### config.mk
export PLATFORM = sky130hd
export DESIGN_NAME = mem_arbiter
export DESIGN_NICKNAME = d
export VERILOG_FILES = /design/src/rtl/mem_arbiter.sv
export SDC_FILE = /design/constraint.sdc
export NUM_CORES = 1
export LEC_CHECK = 0
export ABC_CLOCK_PERIOD_IN_PS = 2220
export BUFFER_PORTS_ARGS = -buffer_cell sky130_fd_sc_hd__buf_2
export CELL_PAD_IN_SITES_DETAIL_PLACEMENT = 1
export CELL_PAD_IN_SITES_GLOBAL_PLACEMENT = 1
export CORE_AREA = 4 4 476 478
export DETAILED_ROUTE_END_ITERATION = 8
export DIE_AREA = 0 0 480 482
export GPL_TIMING_DRIVEN = 0
export MAX_ROUTING_LAYER = met4
export PLACE_DENSITY_LB_ADDON = 0.1
export SETUP_SLACK_MARGIN = 0.5
export SYNTH_ARGS = -nofsm -noshare
export SYNTH_HDL_FRONTEND = slang
export SYNTH_SLANG_ARGS = --single-unit
### constraint.sdc
create_clock -name clk -period 2.22 [get_ports clk]
set_input_delay 0 -clock clk [delete_from_list [all_inputs] [get_ports clk]]
set_output_delay 0 -clock clk [all_outputs]
set_load 0.01 [all_outputs]
### src/rtl/mem_arbiter.sv
// Round-robin arbiter and sequencer between the I-cache and D-cache refill ports
// and the shared line-read memory; times read latency and reports timeouts.
module mem_arbiter #(
    parameter int MIN_LAT = 2,
    parameter int TIMEOUT = 63
) (
    input  logic         clk,
    input  logic         rst,
    input  logic         req0,
    input  logic         req1,
    input  logic         we0,
    input  logic         we1,
    input  logic [31:0]  addr0,
    input  logic [31:0]  addr1,
    input  logic [31:0]  wd0,
    input  logic [31:0]  wd1,
    output logic         done0,
    output logic         done1,
    output logic         err,
    output logic [511:0] rline,
    output logic         mem_we,
    output logic [3:0]   mem_rsel,
    output logic [31:0]  mem_a,
    output logic [31:0]  mem_wd,
    input  logic         mem_ready,
    input  logic [511:0] mem_rline
);

    // state   | meaning
    // IDLE    | waiting for a request, arbitration happens here
    // WR      | single-cycle word write to memory
    // RD_WAIT | line read outstanding, counting latency
    // DONE    | completion pulse to the granted port
    typedef enum logic [1:0] {IDLE, WR, RD_WAIT, DONE} state_t;

    localparam logic [5:0] MIN_LAT_C = 6'(MIN_LAT);
    localparam logic [5:0] TIMEOUT_C = 6'(TIMEOUT);

    state_t      state, state_nx;
    logic        last;
    logic        gnt;
    logic        gnt_sel;
    logic        we_sel;
    logic [31:0] addr_q;
    logic [31:0] wd_q;
    logic [5:0]  cnt;
    logic        timed_out;
    logic        ready_ok;

    // With both requesting, the port that did not win last time goes next.
    assign gnt_sel  = (req0 && req1) ? ~last : req1;
    assign we_sel   = gnt_sel ? we1 : we0;
    assign ready_ok = (cnt >= MIN_LAT_C) && mem_ready;

    always_comb begin
        state_nx = state;
        mem_we   = 1'b0;
        mem_rsel = 4'b0000;
        mem_a    = 32'h0;
        mem_wd   = 32'h0;
        done0    = 1'b0;
        done1    = 1'b0;
        err      = 1'b0;
        case (state)
            IDLE: begin
                if (req0 || req1) begin
                    state_nx = we_sel ? WR : RD_WAIT;
                end
            end
            WR: begin
                mem_we   = 1'b1;
                mem_a    = addr_q;
                mem_wd   = wd_q;
                state_nx = DONE;
            end
            RD_WAIT: begin
                mem_rsel = 4'b0011;
                mem_a    = addr_q;
                if (ready_ok || (cnt == TIMEOUT_C)) begin
                    state_nx = DONE;
                end
            end
            DONE: begin
                done0    = ~gnt;
                done1    = gnt;
                err      = timed_out;
                state_nx = IDLE;
            end
            default: state_nx = IDLE;
        endcase
    end

    always_ff @(posedge clk) begin
        if (rst) begin
            state     <= IDLE;
            last      <= 1'b1;
            gnt       <= 1'b0;
            addr_q    <= 32'h0;
            wd_q      <= 32'h0;
            cnt       <= 6'h0;
            timed_out <= 1'b0;
            rline     <= '0;
        end else begin
            state <= state_nx;
            if (state == IDLE && (req0 || req1)) begin
                gnt    <= gnt_sel;
                addr_q <= gnt_sel ? addr1 : addr0;
                wd_q   <= gnt_sel ? wd1 : wd0;
            end
            if (state == RD_WAIT && state_nx == RD_WAIT) begin
                if (cnt != TIMEOUT_C) begin
                    cnt <= cnt + 6'd1;
                end
            end else begin
                cnt <= 6'h0;
            end
            timed_out <= (state == RD_WAIT) && !ready_ok && (cnt == TIMEOUT_C);
            if (state == RD_WAIT && ready_ok) begin
                rline <= mem_rline;
            end
            if (state == DONE) begin
                last <= gnt;
            end
        end
    end

endmodule
---- After elaboration in Yosys (flattened, before gate mapping) ----
Index checks and enable logic that the tools add are counted.
storage, ports and cells
  bits of input ports ..................... 647
  latch bits .............................. 0
  memories kept ........................... 0
  flip-flop bits (word level) ............. 587
  logic and storage cells ................. 47
  output and inout bits ................... 584
  bits in read-only memories .............. 0
  memory bits (writable) .................. 0
operators by class
  reduce and logical (&&, ||, !) cells .... 13
  bitwise operators ....................... 3
  $lt $le $gt $ge ......................... 1
  eq/ne operators ......................... 6
  divide/modulo/power cells ............... 0
  shift operators ......................... 0
  muxes and demuxes ....................... 15
  $mul .................................... 0
  add/subtract/negate cells ............... 1
operators with widths
  kind                                                 number
  two-way mux 32 bit                                   4
  two-way mux 2 bit                                    4
  one-hot mux 2 bit (4 select lines)                   1
  logical AND 1 bit                                    7
  adder 6 x 1 -> 6 bit, second input constant          1
  equality test 2 bit, second input constant           3
  equality test 6 bit, second input constant           1
  >= comparator 6 x 2 -> 1 bit, second input constant  1
  two-way mux 1 bit                                    6
  != test 6 bit, second input constant                 1
  OR reduction 2 bit                                   2
  NOT 1 bit                                            3
  equality test 2 x 1 -> 1 bit, second input constant  1
  zero test 2 bit                                      1
  logical OR 1 bit                                     2
  zero test 1 bit                                      1

---- Longest topological paths before layout ----
  depth in word-level cells ............... 10
  mapped depth ............................ 9
  mapped depth without buffers ............ 7

---- Worst setup path before layout ----
OpenSTA, ideal clock, no wires.
  path kind ............................... reg-to-reg
  start ................................... register cnt[5]
  end ..................................... register rline[233]
  cell stages (with the launch flop) ...... 9
  clock period less this slack ............ 1906 ps
  data arrival time ....................... 1774 ps
  required time ........................... 2088 ps
  buffers on the path ..................... 3
  library setup time ...................... 132 ps
  setup slack ............................. 314 ps
  path through ............................ dfxtp_1 or4_1 o31a_1 and2_1 buf_6 buf_6 buf_6 nand2_1 a21oi_1
between the ends
  word-level cells in the longest chain between the ends .. 3
RTL lines
  what                          line  text
  start, declared               46    logic [5:0] cnt;
  start signal, assigned        112   cnt <= cnt + 6'd1;
  >= comparator 6 x 2 -> 1 bit  53    assign ready_ok = (cnt >= MIN_LAT_C) && mem_ready;
  logical AND 1 bit             53
  logical AND 1 bit             118   if (state == RD_WAIT && ready_ok) begin
  end signal, assigned          119   rline <= mem_rline;
  end, declared                 20    output logic [511:0] rline,
Every way passes these cells.
A chain may end at the register's enable or synchronous reset.

---- Worst setup path in the final report ----
  start ................................... register cnt[1]
  end ..................................... register rline[101]
The elaborated chain is that of the path after synthesis.

==> out/results.ini <==
[cts]
cts_sinks=587
cts.htree.levels=3
cts_inserted_buffers=87
cts.clk_slew.worst_paths_ns=0.05
cts_tree=built
cts_max_path_buffers=3
cts-root-buf=clkbuf_16
clk_latency_ns=0.71

[synth]
synth_top_area_share_pct=54.3
syn_avg_cell_area_um2=8.14
netlist_area_mm2=0.0216
synth_top_family_by_area=simple AND/OR/NAND/NOR gates
ys.warnings.count=0
synth.mux.area_fraction_pct=3.01
synthAdderAreaFrac_pct=0.347
async_reset_ff_share_pct=0
synth_compound_area_share_pct=14.5
synthCells=2655
synth_top_cell_by_area=dfxtp_1
ys.flop_type=dfxtp_1
ys_ff_latch=587
yosys-top-cells-area=dfxtp_1, nand2_1, a21oi_1
ys_seq_area_share_pct=54.3
synth_edf_count=0
synth-simple-area-share_pct=21.7
yosysUniqueCellTypes=35
synth-xor-area-share_pct=0.0810

[timing]
tightest_slew_ns=1.11
post-route-min-period_ns=2.31
drv_slew=0
timing.slew.headroom_pct=26.1
fin_worst_skew_ns=0.0445
grt_setup_unrepaired=true
fin_ws_ns=-0.0933
hold_viol=0
setup_viol=305
final.period_utilization_pct=104
fmax_mhz=432

[floorplanning]
chipHeight_um=482
coreArea_mm2=0.222
fp.dieW_um=480
start_util_pct=9.75
io_pins=1231
die-area_mm2=0.231
rows=173

[finish]
fin_nets=5360
area_delta_synth_final_pct=96.7
drive_above_1_share_pct=32.5
most-common-layout-cells=buf_2, nand2_1, dlygate4sd3_1
final_common_cell=buf_2
final_area_mm2=0.0425
fill_cells=26400
final_core_util_pct=19.2

[hold_path]
min_from=req0
hold_class=in2reg

[route]
num_vias=26300
viasPerCell=3.36
wl_um=170000
antenna_left=0
dr.pass1.iters=4
drt_iter0_drc=669
wl_per_cell_um=21.8
drc=0

[setup_path]
crit_buf_inv=3
cp.arrival_ns=2.85
path_max_fanout=10
path_cells=or4_4, o31a_1, and2_4, buf_16, buf_16, buf_8, nand2_1, a21oi_1
slowest_stage=or4_4
r2r_start=cnt[1]$_SDFFE_PP0N_
critPathKind=reg2reg
endpoint_kind=register
cp_common_cell=buf_16
cp-start-kind=register
cp.required_ns=2.76
startpoint=cnt[1]$_SDFFE_PP0N_
cpLargestDelayFamily=simple AND/OR/NAND/NOR gates
crit_path_max_incr_delay_ns=0.50

[run_status]
violations=setup timing
status=complete, but fails checks

[global_routing]
grt_usage_pct=14.4
grt_pass1_vias=28500
grt_pass1_wl_um=230000
antenna_found_initial=62
grt_max_degree=13
grt-ovfl-total=0

[pwr]
powerDensity_mw_per_mm2=729
seq_power_share_pct=36.5
sw_frac_of_total_pct=29.4
p_int_mw=21.9
pwr-share-comb_pct=18.1
total_leakage_power_nw=17.7
peakVddDrop_uv=480
clockPowerShare_pct=45.5
switchingPower_mw=9.12

[placed_design]
place_congestion=0.805
placed_cell_area_mm2=0.0315
port_buffers=1227
dp_hpwl_um=137000

[job]
cap_violations=0

[stage by stage]
| step | worst slack [ns] | total power, mW | setup TNS (ns) | instances | hold slack [ns] |
|---|---|---|---|---|---|
| floorplan | 0.315 | 13.4 | 0 | 2656 | 0.136 |
| global placement | -1.35 | 15.8 | -450.55 | 6858 | 0.243 |
| detailed placement | -1.00 | 15.8 | -325.18 | 6859 | 0.248 |
| CTS | -0.164 | 31.9 | -40.83 | 7739 | -0.0243 |
| global route | -0.174 | 32.8 | -50.20 | 7800 | 0.0246 |
| finish | -0.0933 | 31.0 | -7.58 | 7808 | 0.0552 |
[registers in the layout (all words and copies together) (netlist names)]
name	cells
rline	512
addr_q	32
wd_q	32
cnt	6
state	2
gnt	1
last	1
timed_out	1
[layout make-up]
class | instances | area (µm²) | area share (%)
antenna | 58 | 145 | 0.341
buffer | 208 | 1690 | 3.97
clock buffer | 146 | 2670 | 6.28
clock inverter | 11 | 141 | 0.332
inverter | 5 | 18.8 | 0.0441
multi-input combinational | 1856 | 8820 | 20.7
sequential | 587 | 11800 | 27.7
tap | 2975 | 3720 | 8.75
timing repair buffer | 1962 | 13600 | 31.9
[synthesized netlist by cell type, types with 2 or more instances]
| cell type | n |
|---|---|
| nand2_1 | 1027 |
| dfxtp_1 | 587 |
| a21oi_1 | 515 |
| clkbuf_1 | 83 |
| nor2_1 | 77 |
| and2_1 | 68 |
| a211oi_1 | 65 |
| mux2i_1 | 64 |
| buf_2 | 60 |
| buf_6 | 54 |
| buf_4 | 6 |
| ha_1 | 6 |
| buf_1 | 5 |
| inv_1 | 5 |
| nand3_1 | 5 |
| nand2b_1 | 4 |
| nor3_1 | 3 |
| a31oi_1 | 2 |
| o21ai_0 | 2 |
| xnor2_1 | 2 |
[layer usage]
layer | up-vias | wire, µm | track usage, %
met5 | - | 0 | -
met4 | 0 | 4560 | 3.86
met3 | 161 | 13900 | 5.15
met2 | 912 | 84100 | 24.9
met1 | 12300 | 67600 | 15.7
li1 | 12900 | - | -
[worst min-delay path, cell delays in order]
cell and delay, ns:
buf_2 0.14, o21a_1 0.23, buf_4 0.19, nor2_1 0.09, a211oi_1 0.05
[power by group through the flow]
stage	registers (mW)	logic, mW	clock network (mW)
6_report	11.3	5.60	14.1
5_1_grt	11.4	6.23	15.2
4_1_cts	11.3	5.64	14.9
3_5_place_dp	11.5	4.30	0
3_3_place_gp	11.5	4.32	0
2_1_floorplan	11.4	1.99	0
[path summary, 6_finish.rpt]
kind / cells past startpoint / slack (ns) / end
worst max register to register: 8 / -0.09 / rline[101]$_SDFFE_PP0P_
worst min register to register: 2 / 0.45 / rline[321]$_SDFFE_PP0P_
worst max-delay path: 8 / -0.09 / rline[101]$_SDFFE_PP0P_
worst min-delay path: 5 / 0.06 / wd_q[3]$_SDFFE_PP0P_
[timing repair]
item	CTS	global route
setup endpoints to repair	654	654
gates resized for setup	128	87
buffers inserted	2	7
cloned	1	3
endpoints found under the hold margin	585	6
pin swaps	2	11
hold buffers	720	1
[cell families after synthesis]
group                    Yosys count
AND/OR/NAND/NOR                 1191
AO/OA/AOI/OAI                    590
flip-flops                       587
buffers and inverters            213
multiplexers                      65
adder cells (fa/ha/maj)            6
XOR/XNOR                           2
other                              1
Note: power is estimated with default switching activity, not from simulation.
